File: src/rtl/inst_encoder_pkg.sv
// Shared definitions for the RV32I instruction encoder and its sibling decoder:
// format indices, one-hot format codes, base opcodes, the field bundle type
// and small helper functions.
package inst_encoder_pkg;

  // Format index positions inside the one-hot format vector.
  localparam int FMT_W = 6;
  localparam int FMT_R = 0;
  localparam int FMT_I = 1;
  localparam int FMT_S = 2;
  localparam int FMT_B = 3;
  localparam int FMT_U = 4;
  localparam int FMT_J = 5;

  // One-hot format codes.
  localparam logic [FMT_W-1:0] FMT_OH_R = 6'b000001;
  localparam logic [FMT_W-1:0] FMT_OH_I = 6'b000010;
  localparam logic [FMT_W-1:0] FMT_OH_S = 6'b000100;
  localparam logic [FMT_W-1:0] FMT_OH_B = 6'b001000;
  localparam logic [FMT_W-1:0] FMT_OH_U = 6'b010000;
  localparam logic [FMT_W-1:0] FMT_OH_J = 6'b100000;

  // RV32I base opcodes.
  localparam logic [6:0] OP_LOAD   = 7'h03;
  localparam logic [6:0] OP_IMM    = 7'h13;
  localparam logic [6:0] OP_AUIPC  = 7'h17;
  localparam logic [6:0] OP_STORE  = 7'h23;
  localparam logic [6:0] OP_REG    = 7'h33;
  localparam logic [6:0] OP_LUI    = 7'h37;
  localparam logic [6:0] OP_BRANCH = 7'h63;
  localparam logic [6:0] OP_JALR   = 7'h67;
  localparam logic [6:0] OP_JAL    = 7'h6F;

  // Field bundle carried from stage 1 into the stage-2 word assembly.
  typedef struct packed {
    logic [FMT_W-1:0] fmt;
    logic [6:0]       funct7;
    logic [4:0]       rs2;
    logic [4:0]       rs1;
    logic [2:0]       funct3;
    logic [4:0]       rd;
    logic [6:0]       opcode;
    logic [31:0]      imm;
  } inst_fields_t;

  // True when exactly one bit of the format vector is set.
  function automatic logic fmt_is_onehot(input logic [FMT_W-1:0] fmt);
    return (fmt != 6'b000000) && ((fmt & (fmt - 6'b000001)) == 6'b000000);
  endfunction

  // True when the masked bits of v are all zero or all one, i.e. the value
  // is a correct sign extension over the masked range.
  function automatic logic bits_uniform(input logic [31:0] v, input logic [31:0] mask);
    return ((v & mask) == 32'h0000_0000) || ((v & mask) == mask);
  endfunction

endpackage

File: src/rtl/inst_encoder_pack.sv
// Purely combinational field-to-word assembly for the six RV32I formats.
// Any format code that is not one of the six one-hot values falls back to
// the R layout so that malformed bundles still produce a defined word.
module inst_encoder_pack
  import inst_encoder_pkg::*;
(
  input  logic [FMT_W-1:0] fmt_i,
  input  logic [6:0]       funct7_i,
  input  logic [4:0]       rs2_i,
  input  logic [4:0]       rs1_i,
  input  logic [2:0]       funct3_i,
  input  logic [4:0]       rd_i,
  input  logic [6:0]       opcode_i,
  input  logic [31:0]      imm_i,
  output logic [31:0]      inst_o
);

  // Scatter the immediate and register fields into the layout of the format.
  always_comb begin
    inst_o = {funct7_i, rs2_i, rs1_i, funct3_i, rd_i, opcode_i};
    case (fmt_i)
      FMT_OH_R: inst_o = {funct7_i, rs2_i, rs1_i, funct3_i, rd_i, opcode_i};
      FMT_OH_I: inst_o = {imm_i[11:0], rs1_i, funct3_i, rd_i, opcode_i};
      FMT_OH_S: inst_o = {imm_i[11:5], rs2_i, rs1_i, funct3_i, imm_i[4:0], opcode_i};
      FMT_OH_B: inst_o = {imm_i[12], imm_i[10:5], rs2_i, rs1_i, funct3_i,
                          imm_i[4:1], imm_i[11], opcode_i};
      FMT_OH_U: inst_o = {imm_i[31:12], rd_i, opcode_i};
      FMT_OH_J: inst_o = {imm_i[20], imm_i[10:1], imm_i[11], imm_i[19:12], rd_i, opcode_i};
      default:  inst_o = {funct7_i, rs2_i, rs1_i, funct3_i, rd_i, opcode_i};
    endcase
  end

endmodule

File: src/rtl/inst_encoder.sv
// Two-stage valid/ready RV32I instruction encoder.
// Stage 1 registers the field bundle and its error flag, stage 2 holds the
// assembled word. Output counters track emitted words and erroneous words.
// Build option: define INST_ENCODER_RANGE_CHECK_EN to also flag immediates
// that cannot be represented in the selected format.
module inst_encoder
  import inst_encoder_pkg::*;
#(
  parameter int CNT_W = 16
) (
  input  logic             i_clk,
  input  logic             i_rst_n,
  input  logic             i_valid,
  output logic             o_ready,
  input  logic [FMT_W-1:0] i_format,
  input  logic [6:0]       i_opcode,
  input  logic [4:0]       i_rd,
  input  logic [4:0]       i_rs1,
  input  logic [4:0]       i_rs2,
  input  logic [2:0]       i_funct3,
  input  logic [6:0]       i_funct7,
  input  logic [31:0]      i_imm,
  output logic             o_valid,
  input  logic             i_ready,
  output logic [31:0]      o_inst,
  output logic             o_err,
  output logic [CNT_W-1:0] o_count,
  output logic [CNT_W-1:0] o_err_count
);

  // Stage 1 state.
  logic         s1_valid_q;
  inst_fields_t s1_fields_q;
  inst_fields_t s1_fields_d;
  logic         s1_err_q;
  logic         s1_err_d;

  // Stage 2 state.
  logic         s2_valid_q;
  logic [31:0]  s2_inst_q;
  logic         s2_err_q;
  logic [31:0]  pack_inst_s;

  // Counters.
  logic [CNT_W-1:0] count_q;
  logic [CNT_W-1:0] count_d;
  logic [CNT_W-1:0] err_count_q;
  logic [CNT_W-1:0] err_count_d;

  // Handshake terms.
  logic s2_adv_s;
  logic in_xfer_s;
  logic out_xfer_s;
  logic fmt_ok_s;
  logic range_err_s;

  assign s2_adv_s   = !s2_valid_q || i_ready;
  assign o_ready    = !s1_valid_q || s2_adv_s;
  assign in_xfer_s  = i_valid && o_ready;
  assign out_xfer_s = s2_valid_q && i_ready;
  assign fmt_ok_s   = fmt_is_onehot(i_format);

`ifdef INST_ENCODER_RANGE_CHECK_EN
  // Flag immediates whose significant bits do not fit the chosen format.
  always_comb begin
    range_err_s = 1'b0;
    case (i_format)
      FMT_OH_I: range_err_s = !bits_uniform(i_imm, 32'hFFFF_F800);
      FMT_OH_S: range_err_s = !bits_uniform(i_imm, 32'hFFFF_F800);
      FMT_OH_B: range_err_s = !bits_uniform(i_imm, 32'hFFFF_F000) || i_imm[0];
      FMT_OH_U: range_err_s = (i_imm[11:0] != 12'h000);
      FMT_OH_J: range_err_s = !bits_uniform(i_imm, 32'hFFF0_0000) || i_imm[0];
      default:  range_err_s = 1'b0;
    endcase
  end
`else
  assign range_err_s = 1'b0;
`endif

  // Capture the incoming bundle; a malformed format is replaced by R so the
  // word falls back to the R layout.
  always_comb begin
    s1_fields_d.fmt    = fmt_ok_s ? i_format : FMT_OH_R;
    s1_fields_d.funct7 = i_funct7;
    s1_fields_d.rs2    = i_rs2;
    s1_fields_d.rs1    = i_rs1;
    s1_fields_d.funct3 = i_funct3;
    s1_fields_d.rd     = i_rd;
    s1_fields_d.opcode = i_opcode;
    s1_fields_d.imm    = i_imm;
    s1_err_d           = !fmt_ok_s || range_err_s;
  end

  inst_encoder_pack u_pack (
    .fmt_i    (s1_fields_q.fmt),
    .funct7_i (s1_fields_q.funct7),
    .rs2_i    (s1_fields_q.rs2),
    .rs1_i    (s1_fields_q.rs1),
    .funct3_i (s1_fields_q.funct3),
    .rd_i     (s1_fields_q.rd),
    .opcode_i (s1_fields_q.opcode),
    .imm_i    (s1_fields_q.imm),
    .inst_o   (pack_inst_s)
  );

  // Next counter values: wrapping word count, saturating error count.
  always_comb begin
    count_d     = count_q;
    err_count_d = err_count_q;
    if (out_xfer_s) begin
      count_d = count_q + CNT_W'(1);
      if (s2_err_q && (err_count_q != {CNT_W{1'b1}})) begin
        err_count_d = err_count_q + CNT_W'(1);
      end else begin
        err_count_d = err_count_q;
      end
    end else begin
      count_d     = count_q;
      err_count_d = err_count_q;
    end
  end

  // Stage 1 register: load on input transfer, empty when its word moves on.
  always_ff @(posedge i_clk or negedge i_rst_n) begin
    if (!i_rst_n) begin
      s1_valid_q  <= 1'b0;
      s1_fields_q <= '0;
      s1_err_q    <= 1'b0;
    end else if (in_xfer_s) begin
      s1_valid_q  <= 1'b1;
      s1_fields_q <= s1_fields_d;
      s1_err_q    <= s1_err_d;
    end else if (s2_adv_s) begin
      s1_valid_q  <= 1'b0;
    end
  end

  // Stage 2 register: take the assembled word whenever the output can move;
  // the word and its error flag hold while the consumer stalls.
  always_ff @(posedge i_clk or negedge i_rst_n) begin
    if (!i_rst_n) begin
      s2_valid_q <= 1'b0;
      s2_inst_q  <= 32'h0000_0000;
      s2_err_q   <= 1'b0;
    end else if (s2_adv_s) begin
      s2_valid_q <= s1_valid_q;
      if (s1_valid_q) begin
        s2_inst_q <= pack_inst_s;
        s2_err_q  <= s1_err_q;
      end
    end
  end

  // Output transfer counters.
  always_ff @(posedge i_clk or negedge i_rst_n) begin
    if (!i_rst_n) begin
      count_q     <= '0;
      err_count_q <= '0;
    end else begin
      count_q     <= count_d;
      err_count_q <= err_count_d;
    end
  end

  assign o_valid     = s2_valid_q;
  assign o_inst      = s2_inst_q;
  assign o_err       = s2_err_q;
  assign o_count     = count_q;
  assign o_err_count = err_count_q;

endmodule

File: config.mk
export PLATFORM = sky130hd
export DESIGN_NAME = inst_encoder
export DESIGN_NICKNAME = d
export VERILOG_FILES = /design/src/rtl/inst_encoder_pkg.sv /design/src/rtl/inst_encoder_pack.sv /design/src/rtl/inst_encoder.sv
export SDC_FILE = /design/constraint.sdc
export NUM_CORES = 1
export LEC_CHECK = 0
export BUFFER_PORTS_ARGS = -buffer_cell sky130_fd_sc_hd__buf_4
export CORE_MARGIN = 5
export CORE_UTILIZATION = 45
export CTS_CLUSTER_SIZE = 16
export DETAILED_ROUTE_END_ITERATION = 10
export MAX_ROUTING_LAYER = met4
export PLACE_DENSITY_LB_ADDON = 0.3
export REMOVE_ABC_BUFFERS = 1
export SLEW_MARGIN = 20
export SYNTH_ARGS = -nofsm -noshare
export SYNTH_HDL_FRONTEND = slang
export SYNTH_SLANG_ARGS = --single-unit
File: constraint.sdc
create_clock -name i_clk -period 2.2 [get_ports i_clk]
set_input_delay 0.44 -clock i_clk [delete_from_list [all_inputs] [get_ports i_clk]]
set_output_delay 0.44 -clock i_clk [all_outputs]
set_load 0.02 [all_outputs]
# --- Yosys cells after proc, flatten, opt, wreduce, memory -nomap -nowiden ---
# Cells that the tools add are included.
totals:
  regBits: 138
  in_bits: 74
  output_inout_bits: 67
  elab_cells: 43
op_classes:
  n_addsub: 3
  n_eq_ne: 6
  muxes: 4
  bitwise: 1
  reduce_logical: 14
op_table:
  columns: ["operator", "count"]
  rows:
  - ["one-hot mux 32 bit (5 select lines)", 1]
  - ["adder 16 x 1 -> 16 bit (second input constant)", 2]
  - ["inequality test 16 bit (second input constant)", 1]
  - ["bitwise AND 6 bit", 1]
  - ["== test 6 x 2 -> 1 bit (second input constant)", 1]
  - ["== test 6 x 3 -> 1 bit (second input constant)", 1]
  - ["== test 6 x 4 -> 1 bit (second input constant)", 1]
  - ["== test 6 x 5 -> 1 bit (second input constant)", 1]
  - ["== test 6 bit (second input constant)", 1]
  - ["logical NOT 6 bit", 1]
  - ["two-way mux 6 bit", 1]
  - ["nonzero test 6 bit", 1]
  - ["subtractor 6 x 1 -> 6 bit (second input constant)", 1]
  - ["logical AND 1 bit", 4]
  - ["AND reduction 2 bit", 2]
  - ["logical NOT 1 bit", 3]
  - ["logical OR 1 bit", 2]
  - ["two-way mux 1 bit", 2]
  - ["nonzero test 2 bit", 1]

# --- Logic depth before layout (Yosys ltp) ---
depth:
  word_depth: 5
  ltp_mapped: 6
  ltp_nobuf: 6

# --- Modules after synthesis ---
# A second synthesis with hierarchy kept.
unflattened:
  hier_cells: 594
  hier_area_um2: 6122.1
modules_own_cells:
  columns: ["mod", "n_inst", "cells_per_inst", "area_per_inst_um2", "seq_area_each_um2"]
  rows:
  - ["inst_encoder", 1, 515, 5480.3, 3453.3]
  - ["inst_encoder_pack", 1, 79, 641.9, 0.0]

# --- Least setup slack after synthesis ---
# OpenSTA, ideal clock, no wires.
synth_timing:
  path_kind: "flip-flop to flip-flop"
  from: "register s2_valid_q, in the netlist o_valid"
  to: "register s1_fields_q[0] (netlist bit)"
  setup_ns: 0.125
  t_arrival_ns: 1.886
  required_ns: 2.075
  slack_ns: 0.189
  path_stages_with_launch: 6
  n_path_buf: 2
  synth_period_minus_slack_ns: 2.011
  cell_sequence: "dfrtp_1 > nand3b_1 > nand2_1 > clkbuf_1 > buf_2 > mux2_2"
synth_between:
  elab_chain_cells: 4
synth_rtl:
  columns: ["item", "line_no", "text"]
  rows:
  - ["start, declared", "inst_encoder.sv:39", "logic s2_valid_q;"]
  - ["start signal, assigned", "inst_encoder.sv:146", "s2_valid_q <= s1_valid_q;"]
  - ["logical NOT 1 bit", "inst_encoder.sv:57", "assign s2_adv_s = !s2_valid_q || i_ready;"]
  - ["logical OR 1 bit", "inst_encoder.sv:57", null]
  - ["logical OR 1 bit", "inst_encoder.sv:58", "assign o_ready = !s1_valid_q || s2_adv_s;"]
  - ["via o_ready", "inst_encoder.sv:14", "output logic o_ready,"]
  - ["logical AND 1 bit", "inst_encoder.sv:59", "assign in_xfer_s = i_valid && o_ready;"]
  - ["end signal, assigned", "inst_encoder.sv:131", "s1_fields_q <= s1_fields_d;"]
  - ["end, declared", "inst_encoder.sv:33", "inst_fields_t s1_fields_q;"]
# The timed path passes the listed nets, and every way through them passes these cells.
# A chain may end at the register's enable or synchronous reset.

# --- Worst setup path after layout ---
layout_timing:
  from: "register s1_fields_q[65] (netlist bit)"
  to: "register s2_inst_q[24], in the netlist o_inst[24]"
layout_between:
  elab_chain_cells: 2
  word_cells_on_any_way: 6
  cone_classes: "5 x eq/ne; 1 x mux"
layout_rtl:
  columns: ["item", "line_no", "text"]
  rows:
  - ["== test 6 bit, or another cell as far along", "inst_encoder_pack.sv:21", "case (fmt_i)"]
  - ["one-hot mux 32 bit (5 select lines) *", "inst_encoder_pack.sv:21", null]
  - ["end signal, assigned", "inst_encoder.sv:148", "s2_inst_q <= pack_inst_s;"]
  - ["end, declared", "inst_encoder.sv:40", "logic [31:0] s2_inst_q;"]
# Mark *: on every way between the ends. The rest lies on a longest branch, timed or not.

==> flow_summary.yaml <==
final_layout:
  final_nets: 730
  n_antenna_cell: 0
  syn_to_final_growth_pct: 32.2
  fin_cells: 841
  drive_above_1_share: 0.380
sta:
  setup_viol: 0
  min_period_over_period: 0.907
  rsz0062_at_grt: "false"
  hold_viol: 0
  slew_headroom: 0.570
  tightestPinTransition_ns: 0.645
  skew_ns: 0.00681
  slew_violations: 0
  post-route-min-period_ns: 1.99
  max_clock_freq_mhz: 501
  hold_ws_ns: 0.249
  setup_ws_ns: 0.205
grt:
  antenna_found_initial: 0
  grt_pass1_wl_mm: 22.7
  grt_usage: 0.186
  grt.overflow.total: 0
  grt_max_degree: 61
  grt_pass1_vias: 4599
synth:
  synth_cell_type_count: 47
  synth_edf_count: 0
  synth_cells: 497
  synth_seq_cells: 138
  synth_commonest_cells: "dfrtp_1 (138), nand2_1 (73), mux2_2 (66)"
  netlist_area_mm2: 0.00594
  seq_area_frac_synth: 0.582
  yosys_warnings: 0
  async_flop_share: 1.00
  netlist.area_leader.share: 0.582
  synth_top_area_cell: "dfrtp_1"
  yosysMostFrequentCell: "dfrtp_1"
  synthFlopType: "dfrtp_1"
  syn_avg_cell_area_um2: 11.9
  synth.area.top_cells: "dfrtp_1 (58%), mux2_2 (13%), nand2_1 (4.6%), xnor2_1 (3.4%), mux2i_1 (2.0%)"
placement:
  io_buffer_count: 140
  dp_slack_ns: 0.0983
  place_inst: 810
  place_hpwl_mm: 9.76
  routabilityCongestion: 0.841
setup_path:
  cp_slowest_stage_delay_ns: 0.58
  slowest_stage: "or4_4"
  crit_chain: "or4_4, nor3b_4, buf_4, a22oi_1, a31oi_1"
  arrival_ns: 2.31
  start_kind: "flip-flop"
  path_max_fanout: 12
  reg2reg_slack_ns: 0.21
  critical_path_required_ns: 2.52
  critPathKind: "reg -> reg"
  worstSetupEndpointType: "flip-flop"
clocking:
  h-tree-depth: 4
  clkSlewWorstSetupHoldPaths_ns: 0.06
  cts-resized-gates: 0
  clk_latency_ns: 0.41
  cts_setup_buffers: 0
  tritoncts: "built"
  clock-sinks: 138
  cts_buffer_depth: 2
  cts_root_buffer: "clkbuf_16"
  numCtsBuffers: 17
  postCtsHoldBufs: 1
floorplanning:
  initial_core_util: 0.454
  dieHeight_um: 125
  die_w_um: 125
  io_pins: 141
  core_mm2: 0.0131
  die_area_mm2: 0.0156
  num_rows: 42
routing:
  drc_errors: 0
  firstDrtPassIters: 4
  via_per_inst: 5.22
  drt.antenna.violating_nets: 0
  num_vias: 4386
  wirelength_mm: 13.6
  wl_per_cell_um: 16.2
  drtIter0Drc: 298
outcome:
  status: "complete, no violations"
power_and_ir_drop:
  powerDensity_mw_per_mm2: 960
  p_leak_nw: 3.71
  peakVddDrop_v: 0.000580
worst_hold_path:
  min_path_type: "in -> reg"
job:
  maxCapViolCount: 0
registers in the layout (all words and copies together) (netlist names):
register / count
o_err: 1
s1_err_q: 1
o_valid: 1
s1_valid_q: 1
o_inst: 32
o_count: 16
s1_fields_q: 70
o_err_count: 16
where the power goes:
part           internal [mW]  switching, mW  total, mW
combinational          0.776          0.819       1.60
sequential              2.97          0.362       3.33
clock                   1.66          0.947       2.61
total                   5.40           2.13       7.53
logic make-up (layout without fill, tap and decap cells):
group	Yosys count	in the layout	share of synthesized area
mux	78	78	0.145
buf+inv	23	191	0.0188
flops	138	138	0.582
compound gates	61	61	0.0672
xor+xnor	32	32	0.0472
simple gates	163	163	0.135
fa+ha+maj	2	2	0.00422
worst max-delay path: cells and delay by family (launching register included):
kind | cells | cell delay (ns)
and+or+nand+nor | 2 | 0.89
DFF | 1 | 0.44
AOI/OAI and AO/OA | 2 | 0.32
buffers and inverters | 1 | 0.26
per-layer routing:
layer	global-route usage	part of all wire	vias to the layer above
li1	-	-	2077
met1	0.228	0.42	2156
met2	0.295	0.50	138
met3	0.0545	0.065	15
met4	0.0695	0.014	0
met5	-	0	-
path summary, 6_finish.rpt:
kind | endpoint | startpoint | cells past startpoint
worst min register to register | o_inst[5]$_DFFE_PN0P_ | s1_fields_q[37]$_DFFE_PN0P_ | 2
max in group asynchronous | s1_fields_q[69]$_DFFE_PN0P_ | i_rst_n | 3
min in group asynchronous | o_count[13]$_DFFE_PN0P_ | i_rst_n | 2
worst max-delay path | o_inst[24]$_DFFE_PN0P_ | s1_fields_q[65]$_DFFE_PN0P_ | 5
worst min-delay path | s1_fields_q[67]$_DFFE_PN0P_ | i_format[0] | 2
worst max register to register | o_inst[24]$_DFFE_PN0P_ | s1_fields_q[65]$_DFFE_PN0P_ | 5
layout make-up:
| type | instances | area, um^2 |
|---|---|---|
| Inverter | 2 | 7.51 |
| Multi-Input combinational cell | 336 | 2380 |
| Fill cell | 1101 | 5240 |
| Tap cell | 176 | 220 |
| Timing Repair Buffer | 159 | 1240 |
| Clock inverter | 2 | 35.0 |
| Sequential cell | 138 | 3450 |
| Clock buffer | 28 | 507 |
cells in the final DEF, fill, tap and decap left out, types with 12 or more instances in the layout:
cell	Yosys	routed
buf_4	1	154
clkbuf_16	0	17
dfrtp_1	138	138
mux2_2	66	66
mux2i_1	12	12
nand2_1	73	72
nand3_1	14	14
nor2_1	21	21
o21ai_0	18	18
xnor2_1	23	23
per-stage QoR:
stage,setup TNS (ns),util,instance area [um^2],power [mW]
after detailed placement,0,0.557,7290,4.97
after CTS,0,0.599,7840,7.62
after floorplan,-53.51,-,5830,4.16
after global routing,0,0.600,7850,7.92
final,0,0.600,7850,7.53
after global placement,0,0.557,7290,4.89
(Power assumes the default switching activity.)
